===== src/rtl/ifetch_ctrl.sv =====
// ifetch_ctrl: sequential fetch sequencer between front-end PC, I-cache port and instruction buffer.
// Optional macro IFETCH_ADEF_CHECK_EN enables the misaligned-redirect fetch-address exception.
module ifetch_ctrl #(
    parameter logic [31:0] RESET_PC        = 32'h1c000000,
    parameter int          MAX_OUTSTANDING = 2
) (
    input  logic        clk,
    input  logic        resetn,
    input  logic        redirect_valid,
    input  logic [31:0] redirect_pc,
    output logic        ibuf_flush,
    input  logic        ibuf_input_ready,
    output logic [1:0]  ibuf_input_size,
    output logic [31:0] ibuf_pc1,
    output logic [31:0] ibuf_inst1,
    output logic [31:0] ibuf_pc2,
    output logic [31:0] ibuf_inst2,
    output logic        icache_req_valid,
    input  logic        icache_req_ready,
    output logic [31:0] icache_req_addr,
    input  logic        icache_resp_valid,
    input  logic [31:0] icache_resp_inst1,
    input  logic [31:0] icache_resp_inst2,
    output logic        fetch_adef
);
    localparam logic [1:0] MAX_CNT  = 2'(MAX_OUTSTANDING);
    localparam logic       PTR_LAST = 1'(MAX_OUTSTANDING - 1);

    logic [31:0] fetch_pc;
    logic [1:0]  outstanding;
    logic [1:0]  drop_cnt;
    logic [1:0]  resp_dec;
    logic        wr_ptr;
    logic        rd_ptr;
    logic        adef;
    logic        req_fire;
    logic        fwd;
    logic        redir_load;
    logic [31:0] redir_target;
    logic [31:0] meta_pc [2];
    logic [1:0]  meta_size [2];
    logic [31:0] head_pc;
    logic [1:0]  head_size;

`ifdef IFETCH_ADEF_CHECK_EN
    assign redir_load   = (redirect_pc[1:0] == 2'b00);
    assign redir_target = redirect_pc;

    always_ff @(posedge clk or negedge resetn) begin
        if (!resetn) begin
            adef <= 1'b0;
        end else if (redirect_valid) begin
            adef <= !redir_load;
        end
    end
`else
    assign redir_load   = 1'b1;
    assign redir_target = redirect_pc & ~32'd3;
    assign adef         = 1'b0;
`endif

    assign ibuf_flush       = redirect_valid;
    assign fetch_adef       = adef;
    assign icache_req_addr  = fetch_pc;
    // Held low while in reset so the cache sees no request before it is released.
    assign icache_req_valid = resetn && !redirect_valid && !adef && ibuf_input_ready &&
                              (outstanding < MAX_CNT);
    assign req_fire         = icache_req_valid && icache_req_ready;
    assign resp_dec         = {1'b0, icache_resp_valid};

    assign head_pc   = meta_pc[rd_ptr];
    assign head_size = meta_size[rd_ptr];
    assign fwd       = icache_resp_valid && (drop_cnt == 2'd0) && !redirect_valid;

    // The cache returns an aligned 8-byte block; an odd-word PC uses its upper word only.
    always_comb begin
        ibuf_input_size = 2'd0;
        ibuf_pc1        = 32'd0;
        ibuf_inst1      = 32'd0;
        ibuf_pc2        = 32'd0;
        ibuf_inst2      = 32'd0;
        if (fwd) begin
            ibuf_input_size = head_size;
            ibuf_pc1        = head_pc;
            if (head_size == 2'd2) begin
                ibuf_inst1 = icache_resp_inst1;
                ibuf_pc2   = head_pc + 32'd4;
                ibuf_inst2 = icache_resp_inst2;
            end else begin
                ibuf_inst1 = icache_resp_inst2;
            end
        end
    end

    always_ff @(posedge clk or negedge resetn) begin
        if (!resetn) begin
            fetch_pc <= RESET_PC;
        end else if (redirect_valid) begin
            if (redir_load) begin
                fetch_pc <= redir_target;
            end
        end else if (req_fire) begin
            fetch_pc <= fetch_pc + (fetch_pc[2] ? 32'd4 : 32'd8);
        end
    end

    // Stale entries stay in the meta FIFO; drop_cnt marks how many at the head to discard.
    always_ff @(posedge clk or negedge resetn) begin
        if (!resetn) begin
            outstanding <= 2'd0;
            drop_cnt    <= 2'd0;
        end else if (redirect_valid) begin
            outstanding <= outstanding - resp_dec;
            drop_cnt    <= outstanding - resp_dec;
        end else begin
            outstanding <= outstanding + {1'b0, req_fire} - resp_dec;
            if (icache_resp_valid && (drop_cnt != 2'd0)) begin
                drop_cnt <= drop_cnt - 2'd1;
            end
        end
    end

    always_ff @(posedge clk or negedge resetn) begin
        if (!resetn) begin
            wr_ptr <= 1'b0;
            rd_ptr <= 1'b0;
        end else begin
            if (req_fire) begin
                wr_ptr <= (wr_ptr == PTR_LAST) ? 1'b0 : ~wr_ptr;
            end
            if (icache_resp_valid) begin
                rd_ptr <= (rd_ptr == PTR_LAST) ? 1'b0 : ~rd_ptr;
            end
        end
    end

    always_ff @(posedge clk) begin
        if (req_fire) begin
            meta_pc[wr_ptr]   <= fetch_pc;
            meta_size[wr_ptr] <= fetch_pc[2] ? 2'd1 : 2'd2;
        end
    end

    resp_needs_entry: assert property (@(posedge clk) disable iff (!resetn)
        icache_resp_valid |-> (outstanding != 2'd0));

endmodule


===== config.mk =====
export PLATFORM = sky130hd
export DESIGN_NAME = ifetch_ctrl
export DESIGN_NICKNAME = d
export VERILOG_FILES = /design/src/rtl/ifetch_ctrl.sv
export SDC_FILE = /design/constraint.sdc
export NUM_CORES = 1
export LEC_CHECK = 0
export CAP_MARGIN = 40
export CORE_ASPECT_RATIO = 0.7
export CORE_MARGIN = 8
export CORE_UTILIZATION = 44
export DETAILED_ROUTE_END_ITERATION = 12
export GPL_TIMING_DRIVEN = 0
export PLACE_DENSITY = 0.94
export SLEW_MARGIN = 10
export SYNTH_ARGS = -nofsm -noshare
export SYNTH_HDL_FRONTEND = slang
export SYNTH_SLANG_ARGS = --single-unit
export TNS_END_PERCENT = 100

===== constraint.sdc =====
create_clock -name clk -period 9 [get_ports clk]
set_input_delay 1.8 -clock clk [delete_from_list [all_inputs] [get_ports clk]]
set_output_delay 1.8 -clock clk [all_outputs]
set_load 0.005 [all_outputs]

# Word level (Yosys, flattened, before mapping)
# Memories as Yosys holds them, arrays and structs flattened.
# Index checks and enable logic that the tools add are counted.
# word_totals
latchBits	0
n_memories	2
input_bits	102
ff_bits	38
romBits	0
wordCells	48
mem_bits_rw	68
# classes
n_eq_ne	1
n_lt_le_gt_ge	1
div_mod_pow	0
bitwise	2
mul	0
n_reduce_logical	12
n_mux	19
add_sub_neg	6
shifts	0
# mem_list
name	depth	width	read_ports	rd_ports_with_merged_regs	wr	line	text
meta_pc	2	32	1	0	1	40	logic [31:0] meta_pc [2];
meta_size	2	2	1	0	1	41	logic [1:0] meta_size [2];
# ops
op	count
$mux W32	9
$add A32 B3 Y32 const B	1
$add A32 B4 Y32	1
$mux W2	5
$logic_and A1 B1 Y1	7
$reduce_bool A2 Y1	3
$mux W1	4
$mux W4	1
$sub A2 B1 Y2	2
$add A2 B1 Y2	1
$eq A2 B2 Y1 const B	1
$logic_not A2 Y1	1
$lt A2 B2 Y1 const B	1
$not A1 Y1	2
$sub A2 B1 Y2 const B	1
$logic_not A1 Y1	1

# Depth between registers and ports, before layout
# Gate-level depths: netlist of the first run.
# logic_depth
depth_word	8
ltp_mapped	11

# Worst setup path after synthesis of the first run
# OpenSTA, ideal clock, no wires.
# synth_path
kind	input -> output
startpoint	input redirect_valid
endpoint	output ibuf_pc2[28]
path_slack_ns	4.335
arrival_time_ns	2.865
cell_stages	6
cell_sequence	and3b_1 > o21ai_1 > inv_1 > nand2_1 > or4_1 > nand2_1
# synth_between
elab_chain_len	3
# synth_rtl
element	line	text
start, declared	9	input logic redirect_valid,
$logic_not A1 Y1	73	assign fwd = icache_resp_valid && (drop_cnt == 2'd0) && !redirect_valid;
$logic_and A1 B1 Y1	73	
$mux W32	82	if (fwd) begin
end, declared	16	output logic [31:0] ibuf_pc2,
# Every way passes these cells.

# Worst setup path after layout of the first run
# layout_path
startpoint	input redirect_valid
endpoint	output ibuf_inst2[26]
# layout_between
elab_chain_len	3
# layout_rtl
element	line	text
$logic_not A1 Y1	73	
$logic_and A1 B1 Y1	73	
$mux W32	82	
end, declared	17	output logic [31:0] ibuf_inst2,
# Every way passes these cells.

==> results.md, run 1 <==
- Commonest cells in the netlist: nand2_1, edfxtp_1, nor2_1, a21oi_1, and2_1
- Area contributors post-synth: edfxtp_1, dfrtp_1, nand2_1
- Clk_lat worst skew: between 0.3 and 0.4 ns
- Worst hold path type: reg2reg
- GR Util All Layers: 26.4%
- Final-report max-slew violation count: 0
- CTS clk-pin slew, worst paths: 0.07 ns
- Final Hold Vio Count: 0
- Fin nets: 1047
- CTS tree: built
- Hold_buf cts: 0
- Num ports: 267
- Maximum clock frequency: 158 MHz
- Die width: ~160 um
- Total vias in the final route: about 6500
- VDD IR-drop max: approximately 0.15 mV
- Post-synth cell types: 58
- Synth Area per Inst: 9.09 sq um
- Vias per cell: 5.72
- # fillers: a little over 1000
- M1 GR Usage: 32.4%
- DRT antenna net count: 0
- Worst setup SP type: primary input
- Top-area cell type share of the netlist area: a little under a third
- Final Cycle Share: a little over two thirds
- DP Area: between 8000 and 9000 sq um
- Yosys top cell by area: edfxtp_1
- Design Power: 1.54 mW
- Relative slew margins: a little under half
- Async set or reset register ratio after synthesis: 36.7%
- Iter 0 DRT Violations: 609
- Crit path max fanout: 10
- Post-synth EDFFs: 62
- Layout cells sized above 1: 5.41%
- Pre-CTS setup slack: 2.69 ns
- Routed wire length per instance: 21.6 um
- HPWL after detailed placement: 19200 um
- Final WS setup: 2.68 ns
- Worst Tran Pin Value: 0.778 ns
- Min Tclk post-route: around 6.3 ns
- CP arrival: around 4.5 ns
- DIE AREA: 17700 sq um
- Maximum level of the CTS H-tree: 3
- Grt total ovfl: 0
- WP data required: 7.20 ns
- Mapped Area: 6010 sq um
- Setup repair bufs after CTS: 0
- Final setup TNS: 0 ns
- Initial antenna violation count: 1
- FF+latch count, synth: roughly 100
- Met2 global-route usage: between 40% and 50%
- Root buf cell: clkbuf_16
- Post-route cell area: 9210 sq um
- Pwr Density: 167 nW/um^2
- DRT Pass-1 Iters: 5
- Global-route wire length before repair: approximately 36000 um
- Final core occ: 69.4%
- Met3 Use GR: 5.36%
- Initial core utilization: 45.3%
- Num Clock Sinks: 98
- Crit path kind: in2out
- Setup Skew: 0.00403 ns
- Setup crit end kind: output port
- Core area: 13300 sq um
- Placer congestion estimate: 0.983
- RSZ-0062 raised after global routing: false
- Routed WL: 24400 um
- Largest net degree at the start of global routing: 38
- Ys flop type: edfxtp_1
- Row cnt: 35
- Clk buf depth: 2
- Num CTS Buffers: 9
- Warning count from the yosys run: 0
- Register area share after synthesis: a little under half
- GRT busiest layer: met2
- Max Cap Violations: 0
- IO Port Bufs: approximately 260
- Post-route DRC: 0
- Area grow syn2layout: 53.2%
- Mapped Cells: about 660
- Die H: 114 um
- Leak Pwr: 3.45 nW
- Top-count cell post-synth: nand2_1
- Vias in the first global route: just over 6000
- Setup violators final: 0
- Status: complete, no violations
- Post-CTS Resized: 0
==> worst max-delay path, cell delays in order <==
cell	delay (ns)
clkdlybuf4s50_1	0.70
and3b_1	0.26
o21ai_1	0.36
inv_1	0.39
clkbuf_1	0.31
and2_1	0.22
clkdlybuf4s50_1	0.48
==> where the power goes <==
group          total, mW  internal [mW]  switching, mW  leakage (nW)
Clock              0.390          0.224          0.166         0.150
Combinational      0.574          0.275          0.299          2.30
Sequential         0.575          0.522         0.0532         0.992
Total               1.54           1.02          0.519          3.45
==> cell usage in the layout (no fill, tap or decap), types with 30 or more instances in the layout <==
cell,n
mux2i_1,31
nor2_1,53
and2_1,40
nand2_1,110
clkbuf_1,30
o21ai_0,33
a21oi_1,50
dfrtp_1,33
edfxtp_1,62
clkdlybuf4s50_1,256
==> layout make-up <==
type	count	area, sq um	share of cell area [%]
clock buffer	10	239	2.60
tap	185	231	2.51
timing repair buffer	260	2630	28.5
buffer	49	250	2.72
inverter	10	37.5	0.408
sequential	98	2770	30.1
multi-input combinational	510	2990	32.4
clock inverter	6	65.1	0.707
antenna	2	5.00	0.0544
==> flip-flops by register name, indices dropped and copies added (netlist names) <==
signal           flops
outstanding          2
rd_ptr               1
meta_size            3
wr_ptr               1
meta_pc             59
drop_cnt             2
icache_req_addr     30
==> worst paths after layout <==
check                                    startpoint                         endpoint  slack [ns]  cells after the start
setup / recovery                     redirect_valid                   ibuf_inst2[26]        2.68                      7
hold reg to reg            outstanding[1]$_DFF_PN0_         outstanding[1]$_DFF_PN0_        0.53                      1
setup reg to reg           outstanding[1]$_DFF_PN0_         outstanding[1]$_DFF_PN0_        6.05                     11
max in group asynchronous                    resetn  icache_req_addr[26]$_DFFE_PN1P_        7.34                      2
min in group asynchronous                    resetn  icache_req_addr[21]$_DFFE_PN0P_        1.41                      2
hold / removal             outstanding[1]$_DFF_PN0_         outstanding[1]$_DFF_PN0_        0.53                      1
==> layer usage <==
layer	part of all wire, %	vias up
li1	-	2945
met1	39	3023
met2	50	450
met3	9.4	42
met4	2.0	0
met5	0	-
==> cell families (layout without fill, tap and decap cells) <==
logic type / Yosys count / in the layout / share of synthesized area, %
buf+inv: 59 / 335 / 4.79
mux: 33 / 33 / 5.54
xor+xnor: 12 / 12 / 1.75
simple gates: 312 / 312 / 25.8
compound gates: 139 / 139 / 14.5
fa+ha+maj: 7 / 7 / 1.46
other cells: 1 / 9 / 0.0624
flops: 98 / 98 / 46.0
==> metrics by stage <==
step | std cells | hold WS, ns
after global routing | 1129 | 0.534
after detailed placement | 1112 | 0.514
after global placement | 1109 | 0.475
final | 1130 | 0.530
after CTS | 1128 | 0.523
after floorplan | 667 | 0.461
(Power assumes the default switching activity.)
==> run 2, diff against run 1 <==
--- a/config.mk
+++ b/config.mk
@@ -8,10 +8,10 @@
 export CAP_MARGIN = 40
 export CORE_ASPECT_RATIO = 0.7
 export CORE_MARGIN = 8
-export CORE_UTILIZATION = 44
+export CORE_UTILIZATION = 43
 export DETAILED_ROUTE_END_ITERATION = 12
 export GPL_TIMING_DRIVEN = 0
-export PLACE_DENSITY = 0.94
+export PLACE_DENSITY = 0.92
 export SLEW_MARGIN = 10
 export SYNTH_ARGS = -nofsm -noshare
 export SYNTH_HDL_FRONTEND = slang
==> constraint.sdc (replaced) <==
create_clock -name clk -period 6.25 [get_ports clk]
set_input_delay 1.25 -clock clk [delete_from_list [all_inputs] [get_ports clk]]
set_output_delay 1.25 -clock clk [all_outputs]
set_load 0.005 [all_outputs]
==> results.md, run 2 (synthesized netlist as in run 1, its figures left out) <==
- Pwr Density: 240 nW/um^2
- Setup violators final: 0
- VDD IR-drop max: 0.177 mV
- Routed WL: ~24000 um
- Capturing point of the worst reg2reg path: outstanding[1]$_DFF_PN0_
- # fillers: ~1100
- Routed wire length per instance: 21.2 um
- Maximum level of the CTS H-tree: 3
- Met2 global-route usage: roughly 44%
- Commonest non-fill, non-tap cell in the layout: clkdlybuf4s50_1
- Flop2flop setup slack: 3.14 ns
- DIE AREA: 18100 sq um
- Iter 0 DRT Violations: 593
- Crit path max fanout: 10
- Status: complete, no violations
- CTS tree: built
- CP startpoint: redirect_valid
- Vias per cell: 5.68
- Setup crit end kind: output port
- Root buf cell: clkbuf_16
- RSZ-0062 raised after global routing: false
- DRT Pass-1 Iters: 7
- Worst Tran Pin Value: roughly 1.1 ns
- Crit path capture: ibuf_pc2[19]
- Clk buf depth: 2
- Initial core utilization: about 44%
- Final-report max-slew violation count: 0
- Die width: between 150 and 200 um
- Fin nets: between 1000 and 1500
- Final Hold Vio Count: 0
- Post-CTS Resized: 0
- Largest register FFs: 59
- Pre-CTS setup slack: between 1 and 1.5 ns
- Row cnt: 36
- Hold_buf cts: 0
- Core area: 13800 sq um
- Grt total ovfl: 0
- WP data required: about 5.0 ns
- Setup Skew: 0.00444 ns
- Top reg by flops: meta_pc
- Final Cycle Share: 82.8%
- Min Tclk post-route: 5.17 ns
- Relative slew margins: 26.0%
- Crit path kind: in2out
- CP arrival: 3.92 ns
- Leak Pwr: 3.42 nW
- DRT antenna net count: 0
- Post-route DRC: 0
- Hold Path Cell Cnt: 0
- Die H: 115 um
- Maximum clock frequency: 193 MHz
- M1 GR Usage: 31.2%
- RR Startpoint: outstanding[1]$_DFF_PN0_
- Worst hold path type: reg2reg
- Placer congestion estimate: 0.964
- Num ports: 267
- Setup repair bufs after CTS: 0
- Total vias in the final route: roughly 6400
- Post-Layout Cell Count: 1132
- IO Port Bufs: 257
- CTS clk-pin slew, worst paths: 0.07 ns
- Global-route wire length before repair: roughly 35000 um
- Initial antenna violation count: 0
- Num CTS Buffers: 9
- Max Cap Violations: 0
- GR Util All Layers: 25.2%
- Layout cells sized above 1: 5.21%
- Vias in the first global route: 6193
- GRT busiest layer: met2
- Num Clock Sinks: 98
- Area grow syn2layout: 52.5%
- Met3 Use GR: 4.77%
- HPWL after detailed placement: 19000 um
- Placed cell count: 1115
- Commonest cells after routing, fill and taps aside: clkdlybuf4s50_1, nand2_1, edfxtp_1, nor2_1, a21oi_1
- Worst Reg2Reg Path Length in Cells: 11
- Worst setup SP type: primary input
- Largest net degree at the start of global routing: 32
- Clk_lat worst skew: between 0.3 and 0.4 ns
- Final WS setup: 1.08 ns
[run 2: where the power goes]
part	switching [mW]	leakage, nW	internal [mW]	total (mW)
Sequential	0.0761	0.992	0.752	0.828
Clock	0.236	0.140	0.312	0.547
Combinational	0.432	2.29	0.396	0.828
Total	0.743	3.42	1.46	2.20
[run 2: worst min path at each step]
stage	slack [ns]	start	to
final	0.57	icache_req_addr[30]$_DFFE_PN0P_	meta_pc[1][30]$_DFFE_PP_
after floorplan	0.46	wr_ptr$_DFFE_PN0P_	wr_ptr$_DFFE_PN0P_
after global routing	0.58	icache_req_addr[28]$_DFFE_PN1P_	meta_pc[1][28]$_DFFE_PP_
after CTS	0.57	icache_req_addr[30]$_DFFE_PN0P_	meta_pc[0][30]$_DFFE_PP_
after global placement	0.48	wr_ptr$_DFFE_PN0P_	wr_ptr$_DFFE_PN0P_
after detailed placement	0.53	outstanding[1]$_DFF_PN0_	outstanding[1]$_DFF_PN0_
[run 2: area by class of cell]
class	count	area, sq um	area share, %
Clock buffer	10	229	2.50
Inverter	10	37.5	0.410
Multi-Input combinational cell	510	2990	32.6
Timing Repair Buffer	258	2590	28.2
Antenna cell	1	2.50	0.0273
Buffer	49	250	2.73
Clock inverter	6	66.3	0.724
Tap cell	190	238	2.59
Sequential cell	98	2770	30.2
[run 2: critical path, cell delays in order]
cell	delay, ns
clkdlybuf4s50_1	0.61
and3b_1	0.38
o21ai_1	0.25
inv_1	0.36
clkbuf_1	0.34
and2_1	0.18
clkdlybuf4s50_1	0.54
[run 2: layer usage]
layer | share of wire, % | up-vias
li1 | - | 2941
met1 | 40 | 3053
met2 | 48 | 399
met3 | 9.3 | 40
met4 | 2.0 | 0
met5 | 0 | -
[run 2: metrics by stage]
stage	utilization [%]	TNS [ns]	hold WS [ns]	total power, mW	instance area, sq um
5_1_grt	66.5	0	0.582	2.30	9160
6_report	66.5	0	0.574	2.20	9160
4_1_cts	66.5	0	0.566	2.20	9160
3_3_place_gp	64.1	-12.91	0.477	1.61	8840
2_1_floorplan	-	0	0.461	1.25	6030
3_5_place_dp	64.3	0	0.533	1.65	8860
==> run 3, diff against run 2 <==
--- a/config.mk
+++ b/config.mk
@@ -8,10 +8,10 @@
 export CAP_MARGIN = 40
 export CORE_ASPECT_RATIO = 0.7
 export CORE_MARGIN = 8
-export CORE_UTILIZATION = 43
+export CORE_UTILIZATION = 39
 export DETAILED_ROUTE_END_ITERATION = 12
 export GPL_TIMING_DRIVEN = 0
-export PLACE_DENSITY = 0.92
+export PLACE_DENSITY = 0.88
 export SLEW_MARGIN = 10
 export SYNTH_ARGS = -nofsm -noshare
 export SYNTH_HDL_FRONTEND = slang
==> constraint.sdc (replaced) <==
create_clock -name clk -period 4.2 [get_ports clk]
set_input_delay 0.84 -clock clk [delete_from_list [all_inputs] [get_ports clk]]
set_output_delay 0.84 -clock clk [all_outputs]
set_load 0.005 [all_outputs]
==> results.md, run 3 (synthesized netlist as in run 1, its figures left out) <==
- Status: complete, no violations
- DRT Pass-1 Iters: 9
- Maximum clock frequency: about 240 MHz
- Final WS setup: approximately 0.022 ns
- Commonest cells after routing, fill and taps aside: clkdlybuf4s50_1, nand2_1, edfxtp_1, nor2_1, a21oi_1
- DIE AREA: 19700 sq um
- Pwr Density: 355 nW/um^2
- Layout cells sized above 1: under 10%
- Post-Layout Cell Count: 1150
- Num Clock Sinks: between 90 and 100
- Final core occ: 60.9%
- Placer congestion estimate: roughly 0.9
- Routed WL: about 24000 um
- Pre-CTS setup slack: -0.168 ns
- RSZ-0062 raised after global routing: true
- GR Util All Layers: 23.2%
- Placed cell count: 1127
- Clk pwr share: roughly 25%
- Max Cap Violations: 0
- Commonest non-fill, non-tap cell in the layout: clkdlybuf4s50_1
- Pint: approximately 2.2 mW
- Maximum level of the CTS H-tree: 3
- Min Tclk post-route: about 4.2 ns
- Worst setup SP type: register
- Setup violators final: 0
- Combinational share of power: 37.8%
- Die H: 120 um
- VDD IR-drop max: 0.266 mV
- HPWL after detailed placement: 19000 um
- Crit path max fanout: 10
- Worst hold path type: in2async
- Global-route wire length before repair: 35700 um
- Row cnt: 38
- Routed wire length per instance: ~21 um
- Initial antenna violation count: 1
- Num ports: between 200 and 300
- Crit path kind: reg2out
- Largest register FFs: 59
- Sequential share of power: 37.4%
- Relative slew margins: 49.8%
- Design Power: 3.30 mW
- Post-route DRC: 0
- Clk_lat worst skew: approximately 0.34 ns
- Fin nets: 1053
- Vias per cell: 5.57
- Top reg by flops: meta_pc
- CTS tree: built
- Clk buf depth: 2
- Worst Tran Pin Value: 0.753 ns
- Area grow syn2layout: 54.7%
- CP arrival: about 3.3 ns
- Root buf cell: clkbuf_16
- Total vias in the final route: 6407
- Sw Share: 33.8%
- Flop2flop setup slack: 1.13 ns
- DP Area: 8910 sq um
- Vias in the first global route: about 6000
- Initial core utilization: 39.4%
- Setup Skew: 0.00566 ns
- Switching power: 1.11 mW
- Post-route cell area: 9300 sq um
- Grt total ovfl: 0
- Final Hold Vio Count: 0
- Leak Pwr: around 3.5 nW
- Iter 0 DRT Violations: 697
- Setup crit end kind: output port
- Final-report max-slew violation count: 0
- Final Cycle Share: ~99%
- Num CTS Buffers: 9
- WP data required: 3.36 ns
- IO Port Bufs: 257
- Largest net degree at the start of global routing: 37
- DRT antenna net count: 0
- Core area: 15300 sq um
- Die width: 164 um
- CTS clk-pin slew, worst paths: 0.07 ns
==> run 3: cell types whose count changed in the layout (fill, tap and decap cells not counted), moves of 2 or more <==
| cell | previous run | this run |
|---|---|---|
| nor3b_1 | 4 | 2 |
| clkbuf_2 | 0 | 3 |
| inv_6 | 0 | 2 |
| buf_4 | 10 | 16 |
| clkinv_1 | 0 | 2 |
| nor3b_2 | 0 | 2 |
| clkbuf_1 | 31 | 27 |
==> run 3: layout make-up <==
class	count	area, sq um
multi-input combinational	510	3020
tap	200	250
buffer	49	254
clock buffer	9	225
timing repair buffer	266	2670
clock inverter	7	67.6
sequential	98	2770
fill	1255	5970
antenna	1	2.50
inverter	10	37.5
==> run 3: metrics by stage <==
| step | hold WS (ns) | setup TNS, ns |
|---|---|---|
| floorplan | 0.461 | 0 |
| finish | 0.454 | 0 |
| CTS | 0.454 | 0 |
| detailed placement | 0.515 | -5.02 |
| global route | 0.449 | -0.139 |
| global placement | 0.475 | -89.72 |
==> run 3: layer usage <==
| layer | vias to the layer above | GRT usage (%) | share of wire, % |
|---|---|---|---|
| met1 | 2974 | 28.7 | 39 |
| met5 | - | 0 | 0 |
| met2 | 433 | 39.8 | 48 |
| met4 | 0 | 6.85 | 2.3 |
| li1 | 2949 | - | - |
| met3 | 51 | 5.10 | 11 |
==> run 3: critical path, stage by stage (launching register included) <==
cell             delay, ns
dfrtp_1               0.39
buf_6                 0.14
buf_4                 0.19
mux2i_2               0.21
a211oi_1              0.58
nand3_1               0.33
or3_1                 0.43
a21oi_1               0.18
clkdlybuf4s50_1       0.53
==> run 3: worst paths after layout <==
| kind | startpoint | end | cells past startpoint |
|---|---|---|---|
| min reg2reg | outstanding[1]$_DFF_PN0_ | outstanding[1]$_DFF_PN0_ | 1 |
| max | rd_ptr$_DFFE_PN0P_ | ibuf_pc2[31] | 8 |
| max reg2reg | outstanding[1]$_DFF_PN0_ | outstanding[1]$_DFF_PN0_ | 11 |
| max in group asynchronous | resetn | icache_req_addr[26]$_DFFE_PN1P_ | 2 |
| min | resetn | icache_req_addr[28]$_DFFE_PN1P_ | 1 |
| min in group clk | outstanding[1]$_DFF_PN0_ | outstanding[1]$_DFF_PN0_ | 1 |
==> run 3: power groups by stage <==
stage	logic (mW)	registers [mW]	clock network, mW
2_1_floorplan	0.657	1.21	0
3_3_place_gp	1.18	1.23	0
3_5_place_dp	1.22	1.24	0
4_1_cts	1.24	1.23	0.812
5_1_grt	1.35	1.24	0.854
6_report	1.25	1.23	0.817
==> run 3: timing repair <==
action                                 4_1_cts  5_1_grt
resized for setup                            6        7
hold buffers                                 0        0
setup endpoints to repair                   98       85
setup buffers                                4        2
endpoints found under the hold margin        0        0
==> RTL edit, RTL diff (config.mk and constraints of run 3) <==
`RESET_PC`: 32'h1c000000 -> 32'h10000000.
--- a/src/rtl/ifetch_ctrl.sv
+++ b/src/rtl/ifetch_ctrl.sv
@@ -1,7 +1,7 @@
 // ifetch_ctrl: sequential fetch sequencer between front-end PC, I-cache port and instruction buffer.
 // Optional macro IFETCH_ADEF_CHECK_EN enables the misaligned-redirect fetch-address exception.
 module ifetch_ctrl #(
-    parameter logic [31:0] RESET_PC        = 32'h1c000000,
+    parameter logic [31:0] RESET_PC        = 32'h10000000,
     parameter int          MAX_OUTSTANDING = 2
 ) (
     input  logic        clk,
Check against the original RTL: not equivalent (a bounded check fails within 4 cycles, from zero or initial values and one cycle with resetn low).
==> RTL edit against run 3 <==
Design area grew 0.42%. Power grew 1.3%. Global-route usage grew 0.091 points. Area after synthesis is essentially flat. Routed wire length is essentially flat. Sequential share of layout area shrank 0.15 points. Sequential power is essentially flat. Die area is essentially flat. Worst hold slack lost 0.10 ns. Clock power grew 4.0%. Worst setup slack gained 0.075 ns. Sequential cell count is the same. First-iteration DRC count grew 6.0%. Largest power group unchanged.
==> RTL edit: results (changes against run 3) <==
Power
  • PD cells: 357.9 nW/um^2 (+0.91%)
  • Psw: 1.141 mW (+2.4%)
  • Flop pwr share: 36.8% (-0.6 points)
  • Max IR drop VDD: 0.2007 mV (-25%)
  • Leakage: 3.496 nW (+0.52%)

Layout
  • Ant. Diodes: 0 (-1)
  • Multi-input combinational area share: 32.68% (+0.17 points)
  • Nets: 1052 (-0.095%)
  • Filler cells: 1229 (-2.1%)
  • Layout cells sized above 1: 7.384% (+0.53 points)
  • Final-layout non-clock buffer area share: 31.30% (-0.16 points)
  • Layout clock area frac: 3.324% (+0.17 points)

Clock tree
  • Gates resized, CTS repair: 9 (+3)

Global routing
  • First-pass GRT wire length: 35.89 mm (+0.39%)
  • Vias in the first global route: 6310 (+2.1%)
  • Antenna violations before repair: 0 (-1)

Synth
  • Syn avg cell area: 9.086 um^2 (about the same)
  • Largest cells by area after synthesis: edfxtp_1 (31%), dfrtp_1 (15%), nand2_1 (6.9%)
  • XOR/XNOR Fraction of Synth Area: 1.750% (about the same)
  • Adder-Cell Fraction of Synth Area: 1.458% (about the same)
  • Sequential share of the synthesized area: 46.02% (about the same)
  • Post-synthesis mux area share: 5.542% (about the same)

Critical path
  • Reg2reg setup slack: 1.20 ns (+0.07 ns)
  • Worst EP arrival: 3.26 ns (-0.08 ns)
  • Setup crit end: ibuf_pc2[26]

Timing
  • Worst hold slack: 0.3531 ns (-0.1007 ns)
  • Slew HR: 48.47% (-1.3 points)
  • Post-route minimum period: 4.103 ns (-0.07467 ns)
  • Skew final: 0.006131 ns (+0.0004714 ns)

Detailed routing
  • DRC marker count from the first detailed-route iteration: 739 (+6.0%)
  • Routed WL: 24.14 mm (about the same)
  • Vias: 6456 (+0.76%)
  • DR pass1 iterations: 5 (-4)

Placed design
  • Post-place setup slack: -0.1493 ns (+0.01882 ns)
  • GPL Wtd Cong: 0.8926 (-3.0%)
  • Area after DPL: 8912 um^2 (about the same)

Status
  • Status: finished, final reports clean
-- RTL edit: cell families after synthesis --
kind of cell    after synthesis
buf+inv                      59
mux                          33
simple gates                312
flops                        98
other cells                   1
xor+xnor                     12
compound gates              139
fa+ha+maj                     7
-- RTL edit: how the worst min path moves through the flow --
stage	startpoint	end	cells after the start
floorplan	wr_ptr$_DFFE_PN0P_	wr_ptr$_DFFE_PN0P_	1
global placement	wr_ptr$_DFFE_PN0P_	wr_ptr$_DFFE_PN0P_	1
detailed placement	outstanding[1]$_DFF_PN0_	outstanding[1]$_DFF_PN0_	1
CTS	resetn	icache_req_addr[30]$_DFFE_PN0P_	1
global route	resetn	icache_req_addr[26]$_DFFE_PN0P_	1
finish	resetn	icache_req_addr[26]$_DFFE_PN0P_	1
-- RTL edit: per-layer routing --
metal  vias up  share of wire, %  GRT usage, %
met2       398                49         40.15
met1      3066                39         29.24
met5         -                 0             0
met3        39                10         4.619
li1       2953                 -             -
met4         0               2.0         6.285
